==> config.mk <==
export PLATFORM = sky130hd
export DESIGN_NAME = cache_control_flat
export DESIGN_NICKNAME = d
export VERILOG_FILES = /design/src/rtl/cache_control_pkg.sv /design/src/rtl/cache_control_if.sv /design/src/rtl/cache_control_sat_counter.sv /design/src/rtl/cache_control.sv /design/src/flat_wrapper.sv
export SDC_FILE = /design/constraint.sdc
export NUM_CORES = 1
export LEC_CHECK = 0
export CORE_MARGIN = 2
export CORE_UTILIZATION = 44
export CTS_BUF_LIST = sky130_fd_sc_hd__clkbuf_4 sky130_fd_sc_hd__clkbuf_8
export DETAILED_ROUTE_END_ITERATION = 12
export GPL_TIMING_DRIVEN = 0
export PLACE_DENSITY = 0.88
export SETUP_SLACK_MARGIN = 0.4
export SLEW_MARGIN = 5
export SYNTH_ARGS = -nofsm -noshare
export SYNTH_HDL_FRONTEND = slang
export SYNTH_SLANG_ARGS = --single-unit
export TNS_END_PERCENT = 10
==> constraint.sdc <==
create_clock -name clk -period 2.1 [get_ports clk]
set_input_delay 0.21 -clock clk [delete_from_list [all_inputs] [get_ports clk]]
set_output_delay 0.21 -clock clk [all_outputs]
set_load 0.1 [all_outputs]
==> src/rtl/cache_control_pkg.sv <==
// Shared types for the L1 cache controller: FSM state encoding and the
// per-way bundle of array write controls.
package cache_control_pkg;

  typedef enum logic [1:0] {
    S_IDLE      = 2'b00,
    S_WRITEBACK = 2'b01,
    S_ALLOCATE  = 2'b10
  } cache_ctrl_state_t;

  // Everything the controller drives into one way of the datapath.
  typedef struct packed {
    logic load_v;
    logic v_in;
    logic load_d;
    logic d_in;
    logic load_tag;
    logic load_data;
    logic data_mux_sel;
  } way_ctrl_t;

  // Line fill from physical memory: new tag, valid, clean, data from pmem.
  function automatic way_ctrl_t fill_ctrl();
    way_ctrl_t c;
    c              = '0;
    c.load_data    = 1'b1;
    c.data_mux_sel = 1'b1;
    c.load_tag     = 1'b1;
    c.load_v       = 1'b1;
    c.v_in         = 1'b1;
    c.load_d       = 1'b1;
    c.d_in         = 1'b0;
    return c;
  endfunction

  // CPU store on a hit: byte-merged data written back, line becomes dirty.
  function automatic way_ctrl_t write_hit_ctrl();
    way_ctrl_t c;
    c              = '0;
    c.load_data    = 1'b1;
    c.data_mux_sel = 1'b0;
    c.load_d       = 1'b1;
    c.d_in         = 1'b1;
    return c;
  endfunction

endpackage

==> src/rtl/cache_control_if.sv <==
// Bundle of CPU handshake, physical-memory handshake and datapath
// status/control wires seen by the cache controller.
interface cache_control_if;
  // CPU side
  logic mem_read;
  logic mem_write;
  logic mem_resp;
  // physical memory side
  logic pmem_read;
  logic pmem_write;
  logic pmem_resp;
  // datapath status
  logic hit;
  logic comp0;
  logic comp1;
  logic lru_out;
  logic d_out;
  // datapath bit-array inputs
  logic lru_in;
  logic d0_in;
  logic d1_in;
  logic v0_in;
  logic v1_in;
  // datapath write enables
  logic load_v0;
  logic load_v1;
  logic load_d0;
  logic load_d1;
  logic load_tag0;
  logic load_tag1;
  logic load_data0;
  logic load_data1;
  logic load_lru;
  // datapath mux selects
  logic data0_mux_sel;
  logic data1_mux_sel;
  logic data_mux_sel;
  logic tag_mux_sel;
  logic addr_mux_sel;

  // Controller view
  modport master (
    input  mem_read, mem_write, pmem_resp, hit, comp0, comp1, lru_out, d_out,
    output mem_resp, pmem_read, pmem_write,
    output lru_in, d0_in, d1_in, v0_in, v1_in,
    output load_v0, load_v1, load_d0, load_d1, load_tag0, load_tag1,
    output load_data0, load_data1, load_lru,
    output data0_mux_sel, data1_mux_sel, data_mux_sel, tag_mux_sel, addr_mux_sel
  );

  // Datapath / CPU / memory view
  modport slave (
    output mem_read, mem_write, pmem_resp, hit, comp0, comp1, lru_out, d_out,
    input  mem_resp, pmem_read, pmem_write,
    input  lru_in, d0_in, d1_in, v0_in, v1_in,
    input  load_v0, load_v1, load_d0, load_d1, load_tag0, load_tag1,
    input  load_data0, load_data1, load_lru,
    input  data0_mux_sel, data1_mux_sel, data_mux_sel, tag_mux_sel, addr_mux_sel
  );

endinterface

==> src/rtl/cache_control_sat_counter.sv <==
// Saturating up-counter: sticks at all-ones instead of wrapping.
module sat_counter #(
  parameter int width = 16
) (
  input  logic             clk,
  input  logic             rst_n,
  input  logic             inc,
  output logic [width-1:0] count
);

  localparam logic [width-1:0] ONE = {{(width-1){1'b0}}, 1'b1};
  localparam logic [width-1:0] MAX = {width{1'b1}};

  // Count events until the ceiling is reached, then hold.
  always_ff @(posedge clk or negedge rst_n) begin
    if (!rst_n) begin
      count <= '0;
    end else if (inc && (count != MAX)) begin
      count <= count + ONE;
    end
  end

endmodule

==> src/rtl/cache_control.sv <==
// Control FSM for a 2-way set-associative, write-back, write-allocate L1
// cache. Hits complete in the compare cycle; misses optionally write back
// the dirty victim, fill the line, then re-run the compare which hits.
module cache_control
  import cache_control_pkg::*;
#(
  parameter int CNT_WIDTH = 16
) (
  input  logic                 clk,
  input  logic                 rst_n,
  cache_control_if.master      bus,
  output logic [CNT_WIDTH-1:0] hit_count,
  output logic [CNT_WIDTH-1:0] miss_count,
  output logic [CNT_WIDTH-1:0] wb_count
);

  cache_ctrl_state_t state_reg, state_next;
  logic              victim_reg, victim_next;

  logic              req;
  logic              is_write;
  logic              hit_way;

  way_ctrl_t [1:0]   way_ctrl;
  logic              mem_resp;
  logic              pmem_read;
  logic              pmem_write;
  logic              lru_in;
  logic              load_lru;
  logic              data_mux_sel;
  logic              tag_mux_sel;
  logic              addr_mux_sel;
  logic              hit_inc;
  logic              miss_inc;
  logic              wb_inc;

  // A simultaneous read+write request is treated as a write.
  assign req      = bus.mem_read | bus.mem_write;
  assign is_write = bus.mem_write;
  assign hit_way  = bus.comp1;

  // State and victim-way registers; victim is captured once per miss.
  always_ff @(posedge clk or negedge rst_n) begin
    if (!rst_n) begin
      state_reg  <= S_IDLE;
      victim_reg <= 1'b0;
    end else begin
      state_reg  <= state_next;
      victim_reg <= victim_next;
    end
  end

  // Next-state and control outputs; while reset is asserted everything
  // stays at its default so no array is written.
  always_comb begin
    state_next   = state_reg;
    victim_next  = victim_reg;
    way_ctrl     = '0;
    mem_resp     = 1'b0;
    pmem_read    = 1'b0;
    pmem_write   = 1'b0;
    lru_in       = 1'b0;
    load_lru     = 1'b0;
    data_mux_sel = 1'b0;
    tag_mux_sel  = 1'b0;
    addr_mux_sel = 1'b0;
    hit_inc      = 1'b0;
    miss_inc     = 1'b0;
    wb_inc       = 1'b0;

    if (rst_n) begin
      case (state_reg)
        S_IDLE: begin
          if (req) begin
            if (bus.hit) begin
              mem_resp     = 1'b1;
              data_mux_sel = hit_way;
              load_lru     = 1'b1;
              lru_in       = bus.comp0;  // the way not hit becomes LRU
              hit_inc      = 1'b1;
              if (is_write) begin
                way_ctrl[hit_way] = write_hit_ctrl();
              end
            end else begin
              victim_next = bus.lru_out;
              miss_inc    = 1'b1;
              state_next  = bus.d_out ? S_WRITEBACK : S_ALLOCATE;
            end
          end
        end

        S_WRITEBACK: begin
          pmem_write   = 1'b1;
          addr_mux_sel = 1'b1;
          tag_mux_sel  = victim_reg;
          data_mux_sel = victim_reg;
          if (bus.pmem_resp) begin
            wb_inc     = 1'b1;
            state_next = S_ALLOCATE;
          end
        end

        S_ALLOCATE: begin
          pmem_read    = 1'b1;
          addr_mux_sel = 1'b0;
          if (bus.pmem_resp) begin
            way_ctrl[victim_reg] = fill_ctrl();
            state_next           = S_IDLE;
          end
        end

        default: begin
          state_next = S_IDLE;
        end
      endcase
    end
  end

  assign bus.mem_resp      = mem_resp;
  assign bus.pmem_read     = pmem_read;
  assign bus.pmem_write    = pmem_write;
  assign bus.lru_in        = lru_in;
  assign bus.load_lru      = load_lru;
  assign bus.data_mux_sel  = data_mux_sel;
  assign bus.tag_mux_sel   = tag_mux_sel;
  assign bus.addr_mux_sel  = addr_mux_sel;

  assign bus.load_v0       = way_ctrl[0].load_v;
  assign bus.v0_in         = way_ctrl[0].v_in;
  assign bus.load_d0       = way_ctrl[0].load_d;
  assign bus.d0_in         = way_ctrl[0].d_in;
  assign bus.load_tag0     = way_ctrl[0].load_tag;
  assign bus.load_data0    = way_ctrl[0].load_data;
  assign bus.data0_mux_sel = way_ctrl[0].data_mux_sel;

  assign bus.load_v1       = way_ctrl[1].load_v;
  assign bus.v1_in         = way_ctrl[1].v_in;
  assign bus.load_d1       = way_ctrl[1].load_d;
  assign bus.d1_in         = way_ctrl[1].d_in;
  assign bus.load_tag1     = way_ctrl[1].load_tag;
  assign bus.load_data1    = way_ctrl[1].load_data;
  assign bus.data1_mux_sel = way_ctrl[1].data_mux_sel;

  sat_counter #(.width(CNT_WIDTH)) u_hit_cnt (
    .clk   (clk),
    .rst_n (rst_n),
    .inc   (hit_inc),
    .count (hit_count)
  );

  sat_counter #(.width(CNT_WIDTH)) u_miss_cnt (
    .clk   (clk),
    .rst_n (rst_n),
    .inc   (miss_inc),
    .count (miss_count)
  );

  sat_counter #(.width(CNT_WIDTH)) u_wb_cnt (
    .clk   (clk),
    .rst_n (rst_n),
    .inc   (wb_inc),
    .count (wb_count)
  );

endmodule

==> src/flat_wrapper.sv <==
// flat-port wrapper written by rule: the top's interface ports become plain ports
module cache_control_flat import cache_control_pkg::*;
#(
  parameter int CNT_WIDTH = 16
)
  (clk, rst_n, hit_count, miss_count, wb_count, bus_mem_read, bus_mem_write, bus_pmem_resp, bus_hit, bus_comp0, bus_comp1, bus_lru_out, bus_d_out, bus_mem_resp, bus_pmem_read, bus_pmem_write, bus_lru_in, bus_d0_in, bus_d1_in, bus_v0_in, bus_v1_in, bus_load_v0, bus_load_v1, bus_load_d0, bus_load_d1, bus_load_tag0, bus_load_tag1, bus_load_data0, bus_load_data1, bus_load_lru, bus_data0_mux_sel, bus_data1_mux_sel, bus_data_mux_sel, bus_tag_mux_sel, bus_addr_mux_sel);
  cache_control_if bus_i ();
  input  logic clk;
  input  logic rst_n;
  output logic [CNT_WIDTH-1:0] hit_count;
  output logic [CNT_WIDTH-1:0] miss_count;
  output logic [CNT_WIDTH-1:0] wb_count;
  input wire logic [$bits(bus_i.mem_read)-1:0] bus_mem_read;
  input wire logic [$bits(bus_i.mem_write)-1:0] bus_mem_write;
  input wire logic [$bits(bus_i.pmem_resp)-1:0] bus_pmem_resp;
  input wire logic [$bits(bus_i.hit)-1:0] bus_hit;
  input wire logic [$bits(bus_i.comp0)-1:0] bus_comp0;
  input wire logic [$bits(bus_i.comp1)-1:0] bus_comp1;
  input wire logic [$bits(bus_i.lru_out)-1:0] bus_lru_out;
  input wire logic [$bits(bus_i.d_out)-1:0] bus_d_out;
  output wire logic [$bits(bus_i.mem_resp)-1:0] bus_mem_resp;
  output wire logic [$bits(bus_i.pmem_read)-1:0] bus_pmem_read;
  output wire logic [$bits(bus_i.pmem_write)-1:0] bus_pmem_write;
  output wire logic [$bits(bus_i.lru_in)-1:0] bus_lru_in;
  output wire logic [$bits(bus_i.d0_in)-1:0] bus_d0_in;
  output wire logic [$bits(bus_i.d1_in)-1:0] bus_d1_in;
  output wire logic [$bits(bus_i.v0_in)-1:0] bus_v0_in;
  output wire logic [$bits(bus_i.v1_in)-1:0] bus_v1_in;
  output wire logic [$bits(bus_i.load_v0)-1:0] bus_load_v0;
  output wire logic [$bits(bus_i.load_v1)-1:0] bus_load_v1;
  output wire logic [$bits(bus_i.load_d0)-1:0] bus_load_d0;
  output wire logic [$bits(bus_i.load_d1)-1:0] bus_load_d1;
  output wire logic [$bits(bus_i.load_tag0)-1:0] bus_load_tag0;
  output wire logic [$bits(bus_i.load_tag1)-1:0] bus_load_tag1;
  output wire logic [$bits(bus_i.load_data0)-1:0] bus_load_data0;
  output wire logic [$bits(bus_i.load_data1)-1:0] bus_load_data1;
  output wire logic [$bits(bus_i.load_lru)-1:0] bus_load_lru;
  output wire logic [$bits(bus_i.data0_mux_sel)-1:0] bus_data0_mux_sel;
  output wire logic [$bits(bus_i.data1_mux_sel)-1:0] bus_data1_mux_sel;
  output wire logic [$bits(bus_i.data_mux_sel)-1:0] bus_data_mux_sel;
  output wire logic [$bits(bus_i.tag_mux_sel)-1:0] bus_tag_mux_sel;
  output wire logic [$bits(bus_i.addr_mux_sel)-1:0] bus_addr_mux_sel;
  assign bus_i.mem_read = bus_mem_read;
  assign bus_i.mem_write = bus_mem_write;
  assign bus_i.pmem_resp = bus_pmem_resp;
  assign bus_i.hit = bus_hit;
  assign bus_i.comp0 = bus_comp0;
  assign bus_i.comp1 = bus_comp1;
  assign bus_i.lru_out = bus_lru_out;
  assign bus_i.d_out = bus_d_out;
  assign bus_mem_resp = bus_i.mem_resp;
  assign bus_pmem_read = bus_i.pmem_read;
  assign bus_pmem_write = bus_i.pmem_write;
  assign bus_lru_in = bus_i.lru_in;
  assign bus_d0_in = bus_i.d0_in;
  assign bus_d1_in = bus_i.d1_in;
  assign bus_v0_in = bus_i.v0_in;
  assign bus_v1_in = bus_i.v1_in;
  assign bus_load_v0 = bus_i.load_v0;
  assign bus_load_v1 = bus_i.load_v1;
  assign bus_load_d0 = bus_i.load_d0;
  assign bus_load_d1 = bus_i.load_d1;
  assign bus_load_tag0 = bus_i.load_tag0;
  assign bus_load_tag1 = bus_i.load_tag1;
  assign bus_load_data0 = bus_i.load_data0;
  assign bus_load_data1 = bus_i.load_data1;
  assign bus_load_lru = bus_i.load_lru;
  assign bus_data0_mux_sel = bus_i.data0_mux_sel;
  assign bus_data1_mux_sel = bus_i.data1_mux_sel;
  assign bus_data_mux_sel = bus_i.data_mux_sel;
  assign bus_tag_mux_sel = bus_i.tag_mux_sel;
  assign bus_addr_mux_sel = bus_i.addr_mux_sel;
  cache_control #(.CNT_WIDTH(CNT_WIDTH)) u_core (.clk(clk), .rst_n(rst_n), .bus(bus_i), .hit_count(hit_count), .miss_count(miss_count), .wb_count(wb_count));
endmodule
==> results of run 1 <==
[layout make-up]
type / instances / area share (%)
multi-input combinational: 192 / 36.2
inverter: 6 / 0.480
timing repair buffer: 98 / 26.2
sequential: 51 / 28.5
buffer: 15 / 4.05
clock inverter: 2 / 0.827
tap: 75 / 2.00
clock buffer: 6 / 1.76
[worst max-delay path by stage]
stage / startpoint / to / depth (start not counted)
detailed placement: rst_n / bus_load_data0 / 9
finish: u_core.state_reg[0]$_DFFE_PN0P_ / bus_load_data1 / 7
global placement: rst_n / bus_load_data0 / 8
floorplan: u_core.state_reg[0]$_DFFE_PN0P_ / bus_load_data1 / 6
global route: u_core.state_reg[0]$_DFFE_PN0P_ / bus_load_data1 / 7
CTS: u_core.state_reg[0]$_DFFE_PN0P_ / u_core.u_miss_cnt.count[13]$_DFFE_PN0P_ / 6
[placed cells by master (no fill, tap or decap), types with 4 or more instances in the layout]
cell,count
clkdlybuf4s15_2,47
dfrtp_2,38
xor2_1,27
buf_4,19
buf_12,19
nand2_1,17
nand3_1,14
nand4_1,13
nor2_1,11
buf_6,10
dfrtp_1,10
clkdlybuf4s50_1,8
clkbuf_8,7
xnor2_1,7
nor3_2,6
inv_1,5
nor2_4,5
nor4_4,5
and3_1,5
mux2_2,5
nor3_4,5
mux2_4,4
[power by group through the flow]
stage               clock, mW  sequential [mW]  combinational, mW
finish                  0.725             1.44               2.67
global route            0.778             1.47               2.78
CTS                     0.740             1.43               2.49
detailed placement          0             1.44               2.37
global placement            0             1.43               2.33
floorplan                   0             2.35              0.910
[metrics by stage]
step	hold slack, ns	utilization [%]	worst slack [ns]	std cells
6_report	-0.281	79.2	-0.0968	445
5_1_grt	-0.281	79.2	-0.147	445
4_1_cts	-0.283	73.9	-0.0666	436
3_5_place_dp	0.139	64.5	-1.25	419
3_3_place_gp	0.465	64.2	-2.93	418
2_1_floorplan	-0.0856	-	-0.112	264
[cell families after synthesis]
kind of cell,after synthesis
xor+xnor,36
mux,9
simple gates,122
buf+inv,21
compound gates,22
flops,51
fa+ha+maj,3
[what timing repair did]
action | in CTS | in global routing
gates cloned | 1 | 0
pin swaps | 24 | 44
setup buffers | 8 | 9
setup endpoints to repair | 119 | 70
hold endpoints to repair | 32 | 32
resized for setup | 338 | 50
[per-layer routing]
metal / routed length, um / global-route usage (%) / vias to the layer above
li1: - / - / 1155
met1: 3160 / 28.4 / 1263
met2: 4300 / 38.7 / 83
met3: 370 / 3.59 / 10
met4: 120 / 5.50 / 0
met5: 0 / 0 / -
==> impl_metrics.yaml, run 1 <==
outcome:
  run_status: "finished with violations"
  violations: "negative hold slack, negative setup slack"
die:
  ioPinCount: 80
  core_mm2: 0.00592
  rows: 28
  dieWidth_um: 82.4
  dieArea_mm2: 0.00678
  die_h_um: 82.4
  start_util_pct: 45.6
finish:
  nets: 382
  multiInputGateArea_mm2: 0.00170
  seq_area_mm2: 0.00134
  area_growth_pct: 73.6
  final.fill_count: 344
  diodes: 0
  final_area_mm2: 0.00469
  drive_gt1_share_pct: 60.0
  top_regs: "u_core.u_hit_cnt.count (16), u_core.u_miss_cnt.count (16), u_core.u_wb_cnt.count (16)"
setup_path:
  max_stage_delay_ns: 0.40
  path_delay_family: "simple AND/OR/NAND/NOR gates"
  cp-start-kind: "flip-flop"
  critPathKind: "reg -> out"
  worst-r2r-setup-slack_ns: -0.07
  critPathMaxFanout: 6
  cp_slowest_cell: "or3b_4"
  worst-path-buf-inv: 3
  cp.required_ns: 1.89
  worst_setup_path_end_kind: "primary output"
  r2r_start: "u_core.state_reg[0]$_DFFE_PN0P_"
  worst_r2r_path_depth: 6
  worstPathCellList: "buf_6 > or3b_4 > nor2_4 > and3_4 > or2_4 > buf_12 > buf_12"
  cp_common_cell: "buf_12"
  crit_arrival_ns: 1.99
  timing.rr.end: "u_core.u_miss_cnt.count[13]$_DFFE_PN0P_"
synth:
  synth_top_flop_cell: "dfrtp_1"
  yosys.area.top_type: "dfrtp_1"
  synth_xor_area_share_pct: 11.9
  synth_compound_area_share_pct: 5.42
  syn_inst: 264
  ys_seq_area_share_pct: 47.2
  synth_edf_count: 0
  ys_types: 51
  synthMuxAreaShare_pct: 3.75
  yosys_warnings: 0
  synth_most_common_cell: "dfrtp_1"
  synthTopCellsByCount: "dfrtp_1 (51), xor2_1 (27), nand2_1 (20), nor2_1 (19)"
  syn_avg_cell_area_um2: 10.2
  synthArstFlopShare_pct: 100
  synthTopCellsByArea: "dfrtp_1 (47%), xor2_1 (8.8%), mux2_2 (3.3%)"
  synth-simple-area-share_pct: 25.5
  yosysTopAreaCellShare_pct: 47.2
  synth_top_family_by_area: "simple AND/OR/NAND/NOR gates"
  syn_nets: 277
  synth_area_mm2: 0.00270
  ys_ff_latch: 51
  synth_fa_ha_area_share_pct: 1.39
drt:
  ant_nets: 0
  avgRoutedWirePerCell_um: 17.9
  drt_wl_total_um: 7960
  drt_iter0_drc: 123
  vias_per_cell: 5.64
  first_pass_iters: 4
  num_vias: 2511
  drc: 0
sta:
  drv_slew: 0
  fmax_mhz: 455
  hold_ws_ns: -0.281
  worstMarginPinSlew_ns: 0.950
  max_slew_margin_pct: 36.9
  fin_skew_ns: 0.0129
  period_minus_slack_ns: 2.20
  min_period_over_period_pct: 105
  setup_tns_ns: -0.394
  hold_viol: 32
  rsz0062_at_grt: "yes"
  layout_setup_ws_ns: -0.0968
  setup_violations: 10
global_routing:
  grt_pass1_vias: 2424
  grt.overflow.total: 0
  grt_antenna_before_repair: 0
  grt_max_degree: 21
  grt_usage_pct: 22.1
  grt_pass1_wl_um: 11700
place:
  placed_area_mm2: 0.00382
  port_buffers: 79
  gp_congestion: 0.788
  place_hpwl_um: 4640
power:
  swShare_pct: 50.8
  pwr-share-clk_pct: 15.0
  ir_drop_v: 0.000793
  p_int_mw: 2.38
  leakagePower_nw: 1.98
  pwr-share-seq_pct: 29.7
  power_frac_comb_pct: 55.3
  power_mw: 4.84
  power.switching_mw: 2.46
  p_per_area_mw_per_mm2: 1030
clocking:
  cts_root_buf: "clkbuf_8"
  numCtsBuffers: 5
  cts_buffer_depth: 2
  clock_latency_ns: 0.30
  clkSlewWorstSetupHoldPaths_ns: 0.10
  htreeDepth: 2
  clock_sinks: 51
  cts_tree: "done"
flow_run:
  drv_cap: 0
min_path:
  hp-class: "in -> async"
Power figures use the tool's default switching activity.
==> inputs of run 2 (changes only) <==
CORE_ASPECT_RATIO = 1.2   (was unset)
==> run 2 against run 1 <==
  * The flow still finishes with violations (negative hold slack, negative setup slack)
  * Non-clock buffer count is 7 lower
  * Register-to-register slack worse by 0.02 ns
  * Critical path depth shrank 2
  * Cell area up 0.45%
  * Sequential share of layout area is 0.075 points lower
  * Via count decreased by 3.2%
  * Sequential power hardly changed
  * Clock skew decreased by 0.0074 ns
  * Largest cell class unchanged
  * Largest power group unchanged
==> impl_metrics.yaml, run 2 (synthesized netlist as in run 1, its figures left out) <==
setup_path:
  worstPathCellList: "or3b_4 > buf_4 > or3_4 > nor4_1 > xor2_1"
  cp.required_ns: 2.32
  path_delay_family: "simple AND/OR/NAND/NOR gates"
  critPathMaxFanout: 5
  timing.rr.end: "u_core.u_miss_cnt.count[10]$_DFFE_PN0P_"
  critPathKind: "reg -> reg"
  worst_setup_path_end_kind: "flip-flop"
  cp_slowest_cell: "dfrtp_2"
  r2r_start: "u_core.state_reg[1]$_DFFE_PN0P_"
  cp-start-kind: "flip-flop"
  worst-path-buf-inv: 1
  max_stage_delay_ns: 0.46
  worst_r2r_path_depth: 5
  worst-r2r-setup-slack_ns: -0.09
  crit_arrival_ns: 2.41
power:
  p_per_area_mw_per_mm2: 1000
  pwr-share-seq_pct: 30.8
  power_frac_comb_pct: 56.8
  ir_drop_v: 0.00117
  swShare_pct: 51.5
  p_int_mw: 2.29
  pwr-share-clk_pct: 12.3
  power.switching_mw: 2.43
  power_mw: 4.73
  leakagePower_nw: 1.95
drt:
  first_pass_iters: 4
  drc: 0
  drt_iter0_drc: 76
  vias_per_cell: 5.46
  drt_wl_total_um: 7530
  ant_nets: 0
  avgRoutedWirePerCell_um: 16.9
  num_vias: 2430
finish:
  nets: 375
  final_area_mm2: 0.00471
  top_regs: "u_core.u_hit_cnt.count (16), u_core.u_miss_cnt.count (16), u_core.u_wb_cnt.count (16)"
  final.fill_count: 346
  layout_commonest_cell: "clkdlybuf4s15_2"
  layout_common_cells: "clkdlybuf4s15_2 (46), dfrtp_2 (40), xor2_1 (27)"
  seq_area_mm2: 0.00134
  area_growth_pct: 74.4
  drive_gt1_share_pct: 61.7
  multiInputGateArea_mm2: 0.00183
  diodes: 0
sta:
  layout_setup_ws_ns: -0.0886
  rsz0062_at_grt: "yes"
  fmax_mhz: 457
  hold_ws_ns: -0.201
  max_slew_margin_pct: 36.6
  period_minus_slack_ns: 2.19
  fin_skew_ns: 0.00548
  hold_viol: 22
  worstMarginPinSlew_ns: 0.954
  setup_violations: 6
  min_period_over_period_pct: 104
  drv_slew: 0
global_routing:
  grt_usage_pct: 20.8
  grt_antenna_before_repair: 0
  grt_max_degree: 30
  grt_pass1_wl_um: 11300
  grt.overflow.total: 0
  grt_pass1_vias: 2390
clocking:
  cts_tree: "done"
  numCtsBuffers: 5
  htreeDepth: 2
  cts_buffer_depth: 2
  clock_latency_ns: 0.30
  clkSlewWorstSetupHoldPaths_ns: 0.09
  cts_root_buf: "clkbuf_8"
  clock_sinks: 51
die:
  dieWidth_um: 75.5
  die_h_um: 89.8
  rows: 31
  start_util_pct: 45.2
  ioPinCount: 80
  core_mm2: 0.00597
  dieArea_mm2: 0.00678
place:
  placed_area_mm2: 0.00383
  port_buffers: 79
  place_hpwl_um: 4780
  gp_congestion: 0.795
min_path:
  hp-class: "in -> async"
outcome:
  violations: "negative hold slack, negative setup slack"
  run_status: "finished with violations"
flow_run:
  drv_cap: 0
run 2: changes by cell type in the layout (fill, tap and decap cells not counted), moves of 3 or more:
cell / before / now
buf_4: 19 / 12
buf_12: 19 / 23
nor2_4: 5 / 9
nor3_2: 6 / 2
buf_16: 3 / 0
nor2_1: 11 / 8
nor3_4: 5 / 8
run 2: timing repair:
item                       in CTS  in global routing
gates resized for setup       344                 74
setup endpoints to repair     119                 70
setup buffers                   7                  4
pin swaps                      38                 70
hold endpoints to repair       22                 22
run 2: worst max path at each step:
stage               slack, ns                                   start  cells past startpoint                                 endpoint
CTS                     -0.05         u_core.state_reg[0]$_DFFE_PN0P_                      6  u_core.u_miss_cnt.count[13]$_DFFE_PN0P_
floorplan               -0.11         u_core.state_reg[0]$_DFFE_PN0P_                      6                           bus_load_data1
global placement        -2.96                                   rst_n                      8                           bus_load_data0
global route            -0.18  u_core.u_miss_cnt.count[0]$_DFFE_PN0P_                      5  u_core.u_miss_cnt.count[10]$_DFFE_PN0P_
detailed placement      -1.16                                   rst_n                      8                           bus_load_data0
finish                  -0.09         u_core.state_reg[1]$_DFFE_PN0P_                      5  u_core.u_miss_cnt.count[10]$_DFFE_PN0P_
run 2: final cells by class:
| class | instances | area share (%) |
|---|---|---|
| Tap cell | 82 | 2.18 |
| Clock buffer | 8 | 1.94 |
| Buffer | 15 | 4.46 |
| Sequential cell | 51 | 28.4 |
| Multi-Input combinational cell | 192 | 38.7 |
| Inverter | 6 | 0.478 |
| Timing Repair Buffer | 91 | 23.8 |
run 2: power groups by stage:
stage | clock network (mW) | registers, mW | logic [mW]
2_1_floorplan | 0 | 2.35 | 0.910
3_5_place_dp | 0 | 1.45 | 2.38
4_1_cts | 0.600 | 1.44 | 2.54
5_1_grt | 0.634 | 1.49 | 2.79
3_3_place_gp | 0 | 1.43 | 2.34
6_report | 0.582 | 1.46 | 2.69
run 2: through the flow:
step | instances | setup slack, ns | TNS, ns | utilization [%] | hold slack [ns]
after floorplan | 264 | -0.112 | -0.959 | - | -0.0856
after detailed placement | 426 | -1.16 | -29.08 | 64.1 | 0.243
after CTS | 441 | -0.0492 | -0.191 | 73.0 | -0.196
final | 445 | -0.0886 | -0.196 | 78.9 | -0.201
after global routing | 445 | -0.176 | -0.847 | 78.9 | -0.193
after global placement | 425 | -2.96 | -201.63 | 63.8 | 0.467
run 2: per-layer routing:
metal	share of wire (%)	track usage, %
met3	4.6	4.15
met5	0	0
met2	54	36.7
met1	40	25.1
met4	1.0	5.41
